--- config.mk ---
export PLATFORM = sky130hd
export DESIGN_NAME = recirculador_param
export DESIGN_NICKNAME = d
export VERILOG_FILES = /design/src/rtl/recirculador_param.sv
export SDC_FILE = /design/constraint.sdc
export NUM_CORES = 1
export LEC_CHECK = 0
export ABC_AREA = 1
export CAP_MARGIN = 15
export CELL_PAD_IN_SITES_DETAIL_PLACEMENT = 0
export CELL_PAD_IN_SITES_GLOBAL_PLACEMENT = 1
export CORE_UTILIZATION = 34
export CTS_BUF_LIST = sky130_fd_sc_hd__clkbuf_8
export CTS_CLUSTER_SIZE = 40
export DETAILED_ROUTE_END_ITERATION = 8
export PLACE_DENSITY_LB_ADDON = 0.1
export RECOVER_POWER = 100
export SYNTH_ARGS = -nofsm -noshare
export SYNTH_HDL_FRONTEND = slang
export SYNTH_SLANG_ARGS = --single-unit
--- constraint.sdc ---
create_clock -name clk -period 2.42 [get_ports clk]
set_input_delay 0.484 -clock clk [delete_from_list [all_inputs] [get_ports clk]]
set_output_delay 0.484 -clock clk [all_outputs]
set_load 0.05 [all_outputs]
--- src/rtl/recirculador_param.sv ---
// recirculador_param: routes LANES lanes to a registered forward or recirculate group under a debounced mode FSM.
// Optional define RECIRC_LANE_CHECK_EN adds the sticky lane_err misalignment flag.
module recirculador_param #(
    parameter int DATA_W = 8,
    parameter int LANES  = 4,
    parameter int HOLD   = 2,
    parameter int CNT_W  = 16
) (
    input  logic                    clk,
    input  logic                    reset_L,
    input  logic                    selector_IDLE,
    input  logic [LANES*DATA_W-1:0] data_in,
    input  logic [LANES-1:0]        valid_in,
    input  logic                    cnt_clr,
    output logic [LANES*DATA_W-1:0] data_fwd,
    output logic [LANES-1:0]        valid_fwd,
    output logic [LANES*DATA_W-1:0] data_rec,
    output logic [LANES-1:0]        valid_rec,
    output logic                    mode,
    output logic [CNT_W-1:0]        fwd_count
`ifdef RECIRC_LANE_CHECK_EN
    ,
    output logic                    lane_err
`endif
);
    localparam int HW = HOLD > 1 ? $clog2(HOLD) : 1;
    localparam int PW = $clog2(LANES + 1);

    logic [HW-1:0]           holdCnt;
    logic [LANES*DATA_W-1:0] masked;
    logic [PW-1:0]           pop;
    logic [CNT_W+PW-1:0]     sum;
    logic [CNT_W-1:0]        nextCount;

    // invalid lanes are zeroed so X never reaches either group
    always_comb begin
        masked = '0;
        pop    = '0;
        for (int i = 0; i < LANES; i++) begin
            masked[i*DATA_W +: DATA_W] = valid_in[i] ? data_in[i*DATA_W +: DATA_W] : '0;
            pop = pop + PW'(valid_in[i]);
        end
        sum       = {{PW{1'b0}}, fwd_count} + {{CNT_W{1'b0}}, pop};
        nextCount = sum > {{PW{1'b0}}, {CNT_W{1'b1}}} ? {CNT_W{1'b1}} : sum[CNT_W-1:0];
    end

    always_ff @(posedge clk or negedge reset_L) begin
        if (!reset_L) begin
            mode      <= 1'b0;
            holdCnt   <= '0;
            data_fwd  <= '0;
            valid_fwd <= '0;
            data_rec  <= '0;
            valid_rec <= '0;
            fwd_count <= '0;
        end else begin
            if (selector_IDLE != mode) begin
                if (holdCnt == HW'(HOLD - 1)) begin
                    mode    <= selector_IDLE;
                    holdCnt <= '0;
                end else begin
                    holdCnt <= holdCnt + 1'b1;
                end
            end else begin
                holdCnt <= '0;
            end
            data_fwd  <= mode ? masked : '0;
            valid_fwd <= mode ? valid_in : '0;
            data_rec  <= mode ? '0 : masked;
            valid_rec <= mode ? '0 : valid_in;
            fwd_count <= cnt_clr ? '0 : mode ? nextCount : fwd_count;
        end
    end

`ifdef RECIRC_LANE_CHECK_EN
    // a fresh misalignment outranks a same-edge clear
    always_ff @(posedge clk or negedge reset_L) begin
        if (!reset_L) lane_err <= 1'b0;
        else          lane_err <= (valid_in != '0 && valid_in != '1) || (lane_err && !cnt_clr);
    end
`endif
endmodule

======== After elaboration in Yosys (flattened, before gate mapping) ========
Cells that the tools add are included.
word-level totals
  register bits after elaboration ......... 90
  input port bits ......................... 40
  output and inout port bits .............. 89
cells by class
  $add $sub $neg .......................... 5
  magnitude comparators ................... 1
  equality and inequality tests ........... 1
  mux-type cells .......................... 13
  reductions and logical operators ........ 2
operators with widths
  kind                  count
  $mux 32               2
  $mux 16               3
  $mux 8                4
  $add 16x3->17         1
  $gt 17x16->1 const B  1
  $mux 4                2
  $add 2x1->3           1
  $add 3x1->3           1
  $add 1x1->2           1
  $mux 1                2
  $reduce_and 2->1      1
  $reduce_bool 2->1     1
  $add 1x1->1 const B   1
  $ne 1x1->1            1

======== Depth between registers and ports, before layout ========
  depth in word-level cells ............... 8
  mapped depth ............................ 14
  mapped depth without buffers ............ 13

======== Worst setup path before layout ========
No wires, ideal clock.
  path kind ............................... input-to-reg
  from .................................... input port valid_in[0]
  to ...................................... register fwd_count[10]
  setup time .............................. 0.066 ns
  data arrival time ....................... 2.528 ns
  setup slack ............................. -0.175 ns
  stages .................................. 14
  cells stage by stage .................... fa_1 > inv_1 > fa_1 > inv_1 > fa_1 > nand2_2 > nor2_4 > nand2_2 > nor2_4 > nand4_2 > buf_6 > nand2_1 > nand2_1 > nand2_1
between the ends
  cells in the longest elaborated chain, start to end .. 8
ends and longest elaborated chain
  element                  line  RTL
  from (decl)              13    input logic [LANES-1:0] valid_in,
  $add 1x1->2 *            41    pop = pop + PW'(valid_in[i]);
  $add 2x1->3 *            41
  $add 3x1->3 *            41
  $add 16x3->17 *          43    sum = {{PW{1'b0}}, fwd_count} + {{CNT_W{1'b0}}, pop};
  $gt 17x16->1             44    nextCount = sum > {{PW{1'b0}}, {CNT_W{1'b1}}} ? {CNT_W{1'b1}} : sum[CNT_W-1:0];
  $mux 16 *                44
  $mux 16 * (2 in series)  71    fwd_count <= cnt_clr ? '0 : mode ? nextCount : fwd_count;
  to (signal assigned)     71
  to (decl)                20    output logic [CNT_W-1:0] fwd_count
Every way passes the cells marked *; elsewhere a longest branch is shown, timed or not. The select of a mux whose other input is x is not followed.
A chain may end at the register's enable or synchronous reset.

======== Worst setup path after layout ========
  from .................................... input port valid_in[1]
  to ...................................... register fwd_count[5]
The elaborated chain is that of the path after synthesis.

==> results.txt <==
Mapped Area -> 3480 um2
worst endpoint data arrival time -> 2.60 ns
Ports -> 129
max_cap viols -> 0
worst slack at placement -> -0.634 ns
Detail Route Antenna Nets -> 0
Vias -> 2758
Rel. slew slack -> 29.2%
H-tree level count -> 3
Avg Inst Size Synth -> 9.50 um2
Starting Density -> 35.4%
Final nets -> 562
worst setup margin -> 0.117 ns
DIE WIDTH -> 103 um
period utilisation layout -> 95.2%
GRT Total Usage -> 16.6%
layout cells sized above 1 -> 9.39%
DRT Pass-1 Iters -> 6
Yosys cell types -> 22
Setup crit end kind -> flip-flop
Initial DRC Count -> 123
Syn Nets -> 410
worst-case clock buffer depth -> 2
fill cell count -> 961
FMAX -> 434 MHz
R2R setup slack -> 0.48 ns
Fin Setup TNS -> 0 ns
maximum vdd drop -> 0.353 mV
num rows -> 36
Synthesis Warnings -> 0
residual DRC count -> 0
antenna violations before repair -> 0
Post-Route Utilization -> 53.4%
clock transition at the registers of the reported paths -> 0.08 ns
IO Port Bufs -> 128
CTS tree -> yes
min cycle time layout -> 2.30 ns
hold slack -> 0.314 ns
status -> finished, final reports clean
Post-CTS Hold Fix Bufs -> 0
number of CTS-inserted buffers -> 9
Synth Instances -> 366
DP HPWL -> 6100 um
clock root buffer -> clkbuf_8
number of global-route vias before repair -> 2563
die area -> 10600 um2
gpl congestion -> 0.827
wire per inst -> 12.7 um
worst setup path class -> primary input to flip-flop
Cell Count, Final, Fillers Out -> 655
Hold Crit Class -> primary input to async pin
RSZ-0062 raised after global routing -> true
Pwr per Cell Area -> 892 nW/um2
first-pass GRT wire length -> 13000 um
Yosys reg bits -> 90
CP startpoint kind -> primary input
WL final -> 8330 um
GRT Residual Overflow -> 0
WP data required -> 2.71 ns
Final Hold Viols -> 0
Pleak -> 2.94 nW
worst-path maximum fanout -> 4
Ant. Diodes -> 0
register area share after synthesis -> 64.8%
Worst Max-Slew Pin Slew -> 1.06 ns
CTS sink cnt -> 90
die height -> 103 um
Final Setup Violations -> 0
dpl cells -> 638
synth-to-layout area growth -> 50.9%
Fin Clk Skew -> 0.00401 ns
vias per inst -> 4.21
leading cell types in the layout, fill and taps excluded -> nand2_1 (102), dfrtp_1 (90), dlygate4sd3_1 (85)
clk_lat worst skew -> 0.35 ns
Placeable Area -> 9820 um2
commonest non-fill, non-tap cell in the layout -> nand2_1
Slew Limit Fails -> 0
largest net degree at the start of global routing -> 44
worst max-delay path, stage by stage:
cell and delay, ns:
buf_8 0.10, fa_1 0.55, inv_2 0.04, fa_2 0.32
inv_2 0.07, fa_2 0.21, nand2_2 0.06, nor2_4 0.10
nand2_2 0.08, nor2_4 0.11, buf_6 0.10, nand4_1 0.14
nand2_1 0.11, nand2_1 0.05, nand2_1 0.06
routing by layer:
layer / vias up / global-route usage (%) / share of wire, %
met5: - / 0 / 0
met4: 0 / 6.18 / 1.3
met3: 7 / 3.73 / 5.3
met2: 78 / 26.8 / 50
met1: 1298 / 21.8 / 43
li1: 1375 / - / -
path summary, 6_finish.rpt:
kind	startpoint	to	depth (start not counted)
setup / recovery	valid_in[1]	fwd_count[5]$_DFFE_PN0P_	15
hold / removal	reset_L	data_rec[6]$_DFF_PN0_	1
setup reg to reg	fwd_count[0]$_DFFE_PN0P_	fwd_count[5]$_DFFE_PN0P_	13
hold reg to reg	holdCnt$_DFF_PN0_	holdCnt$_DFF_PN0_	1
max in group asynchronous	reset_L	data_rec[31]$_DFF_PN0_	2
min in group clk	holdCnt$_DFF_PN0_	holdCnt$_DFF_PN0_	1
per-stage QoR:
stage | total power, W | area [um2]
after floorplan | 0.00297 | 3480
after global placement | 0.00365 | 5020
after detailed placement | 0.00367 | 5020
after CTS | 0.00482 | 5240
after global routing | 0.00493 | 5240
final | 0.00468 | 5240
sequential cells by signal, summed over array words and instances (netlist names):
name / flops
data_fwd: 32
data_rec: 32
fwd_count: 16
valid_fwd: 4
valid_rec: 4
holdCnt: 1
mode: 1
layout make-up:
| cell class | count | area (um2) | area share (%) |
|---|---|---|---|
| tap | 133 | 166 | 3.17 |
| multi-input combinational | 216 | 988 | 18.8 |
| inverter | 55 | 206 | 3.94 |
| timing repair buffer | 146 | 1410 | 26.8 |
| sequential | 90 | 2250 | 42.9 |
| clock inverter | 4 | 73.8 | 1.41 |
| clock buffer | 11 | 151 | 2.89 |
cells by family after synthesis:
logic type	share of synthesized area [%]
adder cells (fa/ha/maj)	2.09
AND/OR/NAND/NOR	23.1
flip-flops	64.8
AO/OA/AOI/OAI	0.576
buffers and inverters	6.91
XOR/XNOR	2.52
Yosys cell counts:
cell type / instances / area (um2)
buf_4: 1 / 7.51
dfrtp_1: 90 / 2250
nand3b_1: 1 / 7.51
inv_1: 53 / 199
fa_1: 3 / 60.1
ha_1: 1 / 12.5
and2_1: 1 / 6.26
xnor2_1: 3 / 26.3
xor2_1: 7 / 61.3
nand2_1: 102 / 383
inv_2: 2 / 7.51
buf_2: 3 / 15.0
o21bai_1: 2 / 15.0
nand4_2: 1 / 12.5
nand3_1: 7 / 35.0
nor2_4: 2 / 22.5
nand4_1: 3 / 18.8
nor2_2: 2 / 12.5
nor2_1: 78 / 293
buf_6: 1 / 11.3
nand2_2: 2 / 12.5
o21ai_0: 1 / 5.00
timing repair:
| action | CTS | global route |
|---|---|---|
| resized for setup | 14 | 3 |
| pin swaps | 7 | 11 |
| buffers inserted | 0 | 1 |
| setup endpoints to repair | 16 | 16 |
power breakdown:
| part | switching [W] | leakage [nW] | total, W | internal, W |
|---|---|---|---|---|
| Clock | 0.000508 | 0.116 | 0.00114 | 0.000635 |
| Sequential | 0.0000960 | 1.21 | 0.00182 | 0.00172 |
| Combinational | 0.00123 | 1.61 | 0.00172 | 0.000483 |
| Total | 0.00184 | 2.94 | 0.00468 | 0.00284 |
No activity file was read; power rests on OpenSTA's default activity.
